**src/rtl/imem_loader.sv**
```systemverilog
// imem_loader: instruction RAM for the 8-bit CPU fetch port, reloadable from a
// valid/ready byte stream. While a load runs the CPU is held in reset and
// fetches return FILL. When the load ends the CPU is released and restarts
// from address 0.
// Optional build macro: IMEM_LOADER_CHECKSUM_EN. When it is defined, the byte
// tagged load_last is an XOR checksum of the stored bytes and is not written
// to memory.
module imem_loader #(
  parameter int         DEPTH = 32,
  parameter logic [7:0] FILL  = 8'h00
) (
  input  logic       clk50,
  input  logic       reset,
  input  logic [7:0] ReadAddress,
  output logic [7:0] instruction,
  input  logic       load_start,
  input  logic       load_valid,
  input  logic [7:0] load_data,
  input  logic       load_last,
  output logic       load_ready,
  output logic       cpu_hold,
  output logic       load_done,
  output logic [6:0] byte_count,
  output logic       chk_err
);

  localparam int         AW      = (DEPTH > 2) ? $clog2(DEPTH) : 1;
  localparam logic [7:0] DEPTH_B = 8'(DEPTH);
  localparam logic [6:0] LAST_IX = 7'(DEPTH - 1);

  typedef enum logic [1:0] {
    ST_RUN   = 2'd0,
    ST_LOAD  = 2'd1,
    ST_DRAIN = 2'd2
  } state_t;

  state_t     r_state;
  state_t     w_state_nxt;
  logic [7:0] r_mem [DEPTH];
  logic [6:0] r_ptr;
  logic [6:0] r_byte_count;
  logic       r_load_done;

  logic       w_accept;
  logic       w_full;
  logic       w_finish;
  logic       w_store;
  logic [6:0] w_stored;

  // A byte moves only in LOAD, where load_ready is high.
  assign w_accept = (r_state == ST_LOAD) && load_valid;
  assign w_full   = (r_ptr == LAST_IX);
  assign w_finish = w_accept && (load_last || w_full);

`ifdef IMEM_LOADER_CHECKSUM_EN
  logic [7:0] r_xsum;
  logic       r_chk_err;
  logic       w_chk_bad;

  // The checksum byte is consumed but not stored. A stream cut short by a full
  // memory is never compared.
  assign w_store   = w_accept && !load_last;
  assign w_stored  = load_last ? r_ptr : (r_ptr + 7'd1);
  assign w_chk_bad = load_last && (r_xsum != load_data);

  // Running XOR of the stored bytes, plus the sticky mismatch flag.
  always_ff @(posedge clk50 or posedge reset) begin
    if (reset) begin
      r_xsum    <= 8'h00;
      r_chk_err <= 1'b0;
    end else begin
      case (r_state)
        ST_RUN: begin
          if (load_start) begin
            r_xsum    <= 8'h00;
            r_chk_err <= 1'b0;
          end
        end
        ST_LOAD: begin
          if (w_store) begin
            r_xsum <= r_xsum ^ load_data;
          end
          if (w_finish) begin
            r_chk_err <= w_chk_bad;
          end
        end
        default: begin
          r_xsum <= r_xsum;
        end
      endcase
    end
  end

  assign chk_err = r_chk_err;
`else
  assign w_store  = w_accept;
  assign w_stored = r_ptr + 7'd1;
  assign chk_err  = 1'b0;
`endif

  // State register.
  always_ff @(posedge clk50 or posedge reset) begin
    if (reset) begin
      r_state <= ST_RUN;
    end else begin
      r_state <= w_state_nxt;
    end
  end

  // Next-state logic. A load_start seen during LOAD or DRAIN has no effect.
  always_comb begin
    w_state_nxt = r_state;
    case (r_state)
      ST_RUN: begin
        if (load_start) begin
          w_state_nxt = ST_LOAD;
        end else begin
          w_state_nxt = ST_RUN;
        end
      end
      ST_LOAD: begin
        if (w_finish) begin
          w_state_nxt = ST_DRAIN;
        end else begin
          w_state_nxt = ST_LOAD;
        end
      end
      ST_DRAIN: begin
        w_state_nxt = ST_RUN;
      end
      default: begin
        w_state_nxt = ST_RUN;
      end
    endcase
  end

  // Write pointer, completed-load byte count, and the load_done pulse.
  always_ff @(posedge clk50 or posedge reset) begin
    if (reset) begin
      r_ptr        <= 7'd0;
      r_byte_count <= 7'd0;
      r_load_done  <= 1'b0;
    end else begin
      r_load_done <= (r_state == ST_DRAIN);
      case (r_state)
        ST_RUN: begin
          if (load_start) begin
            r_ptr <= 7'd0;
          end
        end
        ST_LOAD: begin
          if (w_accept) begin
            r_ptr <= r_ptr + 7'd1;
          end
          if (w_finish) begin
            r_byte_count <= w_stored;
          end
        end
        default: begin
          r_ptr <= r_ptr;
        end
      endcase
    end
  end

  // Instruction RAM. Reset refills every entry. A load overwrites only the
  // entries it reaches.
  always_ff @(posedge clk50 or posedge reset) begin
    if (reset) begin
      for (int i = 0; i < DEPTH; i++) begin
        r_mem[i] <= FILL;
      end
    end else if (w_store) begin
      r_mem[r_ptr[AW-1:0]] <= load_data;
    end
  end

  // Zero-latency fetch. The CPU sees FILL while a load is in progress.
  always_comb begin
    instruction = FILL;
    if ((r_state == ST_RUN) && (ReadAddress < DEPTH_B)) begin
      instruction = r_mem[ReadAddress[AW-1:0]];
    end else begin
      instruction = FILL;
    end
  end

  assign cpu_hold   = (r_state != ST_RUN);
  assign load_ready = (r_state == ST_LOAD);
  assign load_done  = r_load_done;
  assign byte_count = r_byte_count;

endmodule
```
**config.mk**
```make
export PLATFORM = sky130hd
export DESIGN_NAME = imem_loader
export DESIGN_NICKNAME = d
export VERILOG_FILES = /design/src/rtl/imem_loader.sv
export SDC_FILE = /design/constraint.sdc
export NUM_CORES = 1
export LEC_CHECK = 0
export CORE_MARGIN = 10
export CORE_UTILIZATION = 25
export CTS_BUF_LIST = sky130_fd_sc_hd__clkbuf_16
export CTS_CLUSTER_SIZE = 28
export DETAILED_ROUTE_END_ITERATION = 10
export GPL_TIMING_DRIVEN = 0
export PLACE_DENSITY = 0.42
export SLEW_MARGIN = 20
export SYNTH_ARGS = -nofsm -noshare
export SYNTH_HDL_FRONTEND = slang
export SYNTH_SLANG_ARGS = --single-unit
```
**constraint.sdc**
```tcl
create_clock -name clk50 -period 14.1 [get_ports clk50]
set_input_delay 3.525 -clock clk50 [delete_from_list [all_inputs] [get_ports clk50]]
set_output_delay 3.525 -clock clk50 [all_outputs]
set_load 0.02 [all_outputs]
```
==> reports/qor.txt <==
Status -> completed
Router iterations before antenna repair -> 5
Bufs and invs on worst path -> 4
Setup repair after global routing missed its margin -> no
Io pins -> 40
Placed Instance Area -> 14100 um2
Pwr Density -> 137 nW/um2
Nets -> 933
Initial DRC Count -> 398
Crit Path Class -> input pin to primary output
Slew HR -> 43.6%
Worst hold start -> byte_count[6]
Pin count of the biggest net entering global routing -> 95
Sink Count -> 273
Netlist cell types -> 48
Non-Filler Instances -> 1606
Detailed placement HPWL -> 25200 um
First-pass GRT wire length -> 55400 um
Reg-to-reg startpoint -> r_ptr[0]
# DRC -> 0
Final Cell Area -> 15100 um2
Full die area -> 60800 um2
Cts-stage hold buffer count -> 0
Initial Util -> 25.4%
H-tree depth -> 2
# fillers -> 5079
Final TNS setup -> 0 ns
Total CTS buffers -> 34
Layout Skew -> 0.0286 ns
Vias in the first global route -> 7909
R2r setup slk -> 11.84 ns
Via count -> 7332
Final hold vios -> 0
Core ar. -> 50500 um2
Area of the mapped netlist -> 12800 um2
Syn avg cell area -> 15.4 um2
# setup viols final -> 0
CP max-delay cell -> clkdlybuf4s50_1
MaxCap Viol Count -> 0
Area grow syn2layout -> 18.1%
Via density -> 4.57
CP peak stage delay -> 0.69 ns
FF+latch count, synth -> 273
Worst VDD drop -> 0.0000702 V
Crit end category -> primary output
Mapped Nets -> 860
Clk Latency, worst-skew pair -> 0.55 ns
Crit path arrival time -> 6.66 ns
Drt total wl -> 37400 um
Yosys Warn Count -> 0
CP max FO -> 10
Syn Inst Count -> 835
Die extent in y -> 247 um
Slack of the critical path -> 3.92 ns
Die width -> 247 um
Gpl congestion -> 0.758
Postcts setup bufs -> 0
Leak pwr -> 7.05 nW
Post-CTS Resized -> 0
Worst-path cell chain -> clkdlybuf4s50_1, clkbuf_1, and2_1, clkbuf_1, a22oi_1, a31oi_1, clkdlybuf4s50_1
Critical Path Start -> ReadAddress[3]
CTS root buffer -> clkbuf_16
Initial antenna violation count -> 0
Cell family contributing the most delay on the critical path -> buffers and inverters
Clock slew at reported path FFs -> 0.05 ns
Row Count -> 82
Crit share post-route -> 72.2%
Inserted Diodes -> 0
Total gr overflow -> 0
Total power -> 0.00207 W
Crit path time final -> 10.18 ns
Hold Crit Endpoint -> byte_count[6]
Hold Crit Class -> flop to flop
Worst Path Required -> 10.57 ns
Startpoint Class -> input pin
IO buf count -> 35
Reg2reg path depth -> 5
RR Endpoint -> r_mem[97]
Slew Viols, Final -> 0
CTS tree -> done
Placed instance count -> 1544
CTS Buffer Depth -> 3
Worst hold stages -> 2
GRT Total Usage -> 12.5%
Post-route ant nets -> 0
Share of cells above drive strength 1 -> 42.4%
Pre-CTS setup slack -> 3.88 ns
Avg WL per Cell -> 23.3 um
Register area share after synthesis -> 53.2%
Worst-Margin Slew -> 0.846 ns
Peak Freq -> 98.2 MHz
-- flip-flops by register name, summed over array words and instances (netlist names) --
register and flops:
byte_count 7, r_mem 256, r_ptr 7, r_state 2, load_done 1
-- cells in the mapped netlist, drive strengths merged --
| cell type | n | share of area (%) |
|---|---|---|
| nand3b | 5 | 0.29 |
| clkbuf | 30 | 0.97 |
| o22ai | 2 | 0.098 |
| and4b | 1 | 0.078 |
| a31oi | 7 | 0.34 |
| and2b | 3 | 0.20 |
| and2 | 6 | 0.29 |
| nor2b | 2 | 0.098 |
| and3 | 1 | 0.049 |
| buf | 28 | 1.6 |
| a221o | 8 | 0.66 |
| nor3 | 1 | 0.078 |
| nor2 | 22 | 1.3 |
| mux2 | 258 | 23 |
| xor2 | 2 | 0.14 |
| o31ai | 1 | 0.059 |
| xnor2 | 3 | 0.20 |
| a221oi | 7 | 0.48 |
| mux2i | 33 | 2.6 |
| inv | 8 | 0.23 |
| a32oi | 1 | 0.13 |
| conb | 1 | 0.029 |
| nor3b | 3 | 0.29 |
| a22oi | 7 | 0.41 |
| nand2 | 31 | 1.3 |
| ha | 4 | 0.39 |
| a21oi | 4 | 0.16 |
| mux4 | 57 | 11 |
| o21ai | 19 | 0.74 |
| or4 | 1 | 0.059 |
| nand3 | 5 | 0.20 |
| dfrtp | 273 | 53 |
| and3b | 1 | 0.068 |
-- report_power, final --
group	total, W	internal [W]	switching [W]
Clock	0.000849	0.000495	0.000353
Combinational	0.000303	0.000151	0.000153
Sequential	0.000916	0.000871	0.0000452
Total	0.00207	0.00152	0.000551
-- layer usage --
layer / share of wire [%] / global-route usage, % / up-vias
li1: - / - / 3270
met1: 46 / 16.6 / 3907
met2: 48 / 20.6 / 117
met3: 3.7 / 1.82 / 38
met4: 2.0 / 3.86 / 0
met5: 0 / 0 / -
-- per-stage QoR --
stage	hold WS, ns	util, %
2_1_floorplan	0.452	-
3_3_place_gp	0.465	27.8
3_5_place_dp	0.474	27.9
4_1_cts	0.488	30.0
5_1_grt	0.492	30.0
6_report	0.482	30.0
-- worst max-delay path by stage --
| stage | end | depth (start not counted) |
|---|---|---|
| final | instruction[2] | 7 |
| after global routing | instruction[0] | 7 |
| after CTS | instruction[0] | 7 |
| after detailed placement | instruction[0] | 7 |
| after global placement | r_mem[52] | 2 |
| after floorplan | byte_count[0] | 1 |
-- worst reg2reg max path, delay by kind of cell, from the launching register on --
family	cells	cell delay, ns
adder cells (fa/ha/maj)	1	0.37
buffers and inverters	1	0.25
flip-flops	1	0.47
AND/OR/NAND/NOR	2	0.65
multiplexers	1	0.42
-- area by class of cell --
cell class | count | area, um2 | share of cell area, %
inverter | 8 | 37.5 | 0.248
multi-input combinational | 496 | 5630 | 37.2
timing repair buffer | 37 | 405 | 2.68
buffer | 58 | 334 | 2.21
tap | 672 | 841 | 5.55
clock inverter | 28 | 213 | 1.40
clock buffer | 34 | 851 | 5.62
sequential | 273 | 6830 | 45.1
-- cells by family after synthesis --
logic type      synth area share, %
xor+xnor                      0.341
mux                            35.8
simple gates                   4.24
buf+inv                        2.84
compound gates                 3.07
other cells                  0.0292
fa+ha+maj                     0.390
flops                          53.2
-- cells in the final DEF, fill, tap and decap left out, types with 5 or more instances in the layout --
cell / n
clkinv_2: 5
a22oi_1: 7
and2_1: 5
buf_2: 9
nand2_2: 12
nand3_1: 5
nand2_1: 17
nor2_2: 9
clkbuf_1: 28
nand3b_1: 5
a31oi_1: 7
nor2_1: 5
buf_6: 8
inv_1: 12
dfrtp_1: 273
mux2i_1: 33
mux2_1: 16
nor2_4: 8
o21ai_0: 19
clkbuf_16: 34
clkdlybuf4s50_1: 35
buf_4: 9
clkinv_1: 11
mux4_2: 36
a221oi_1: 7
mux2_2: 242
mux4_1: 21
(Power assumes the default switching activity.)
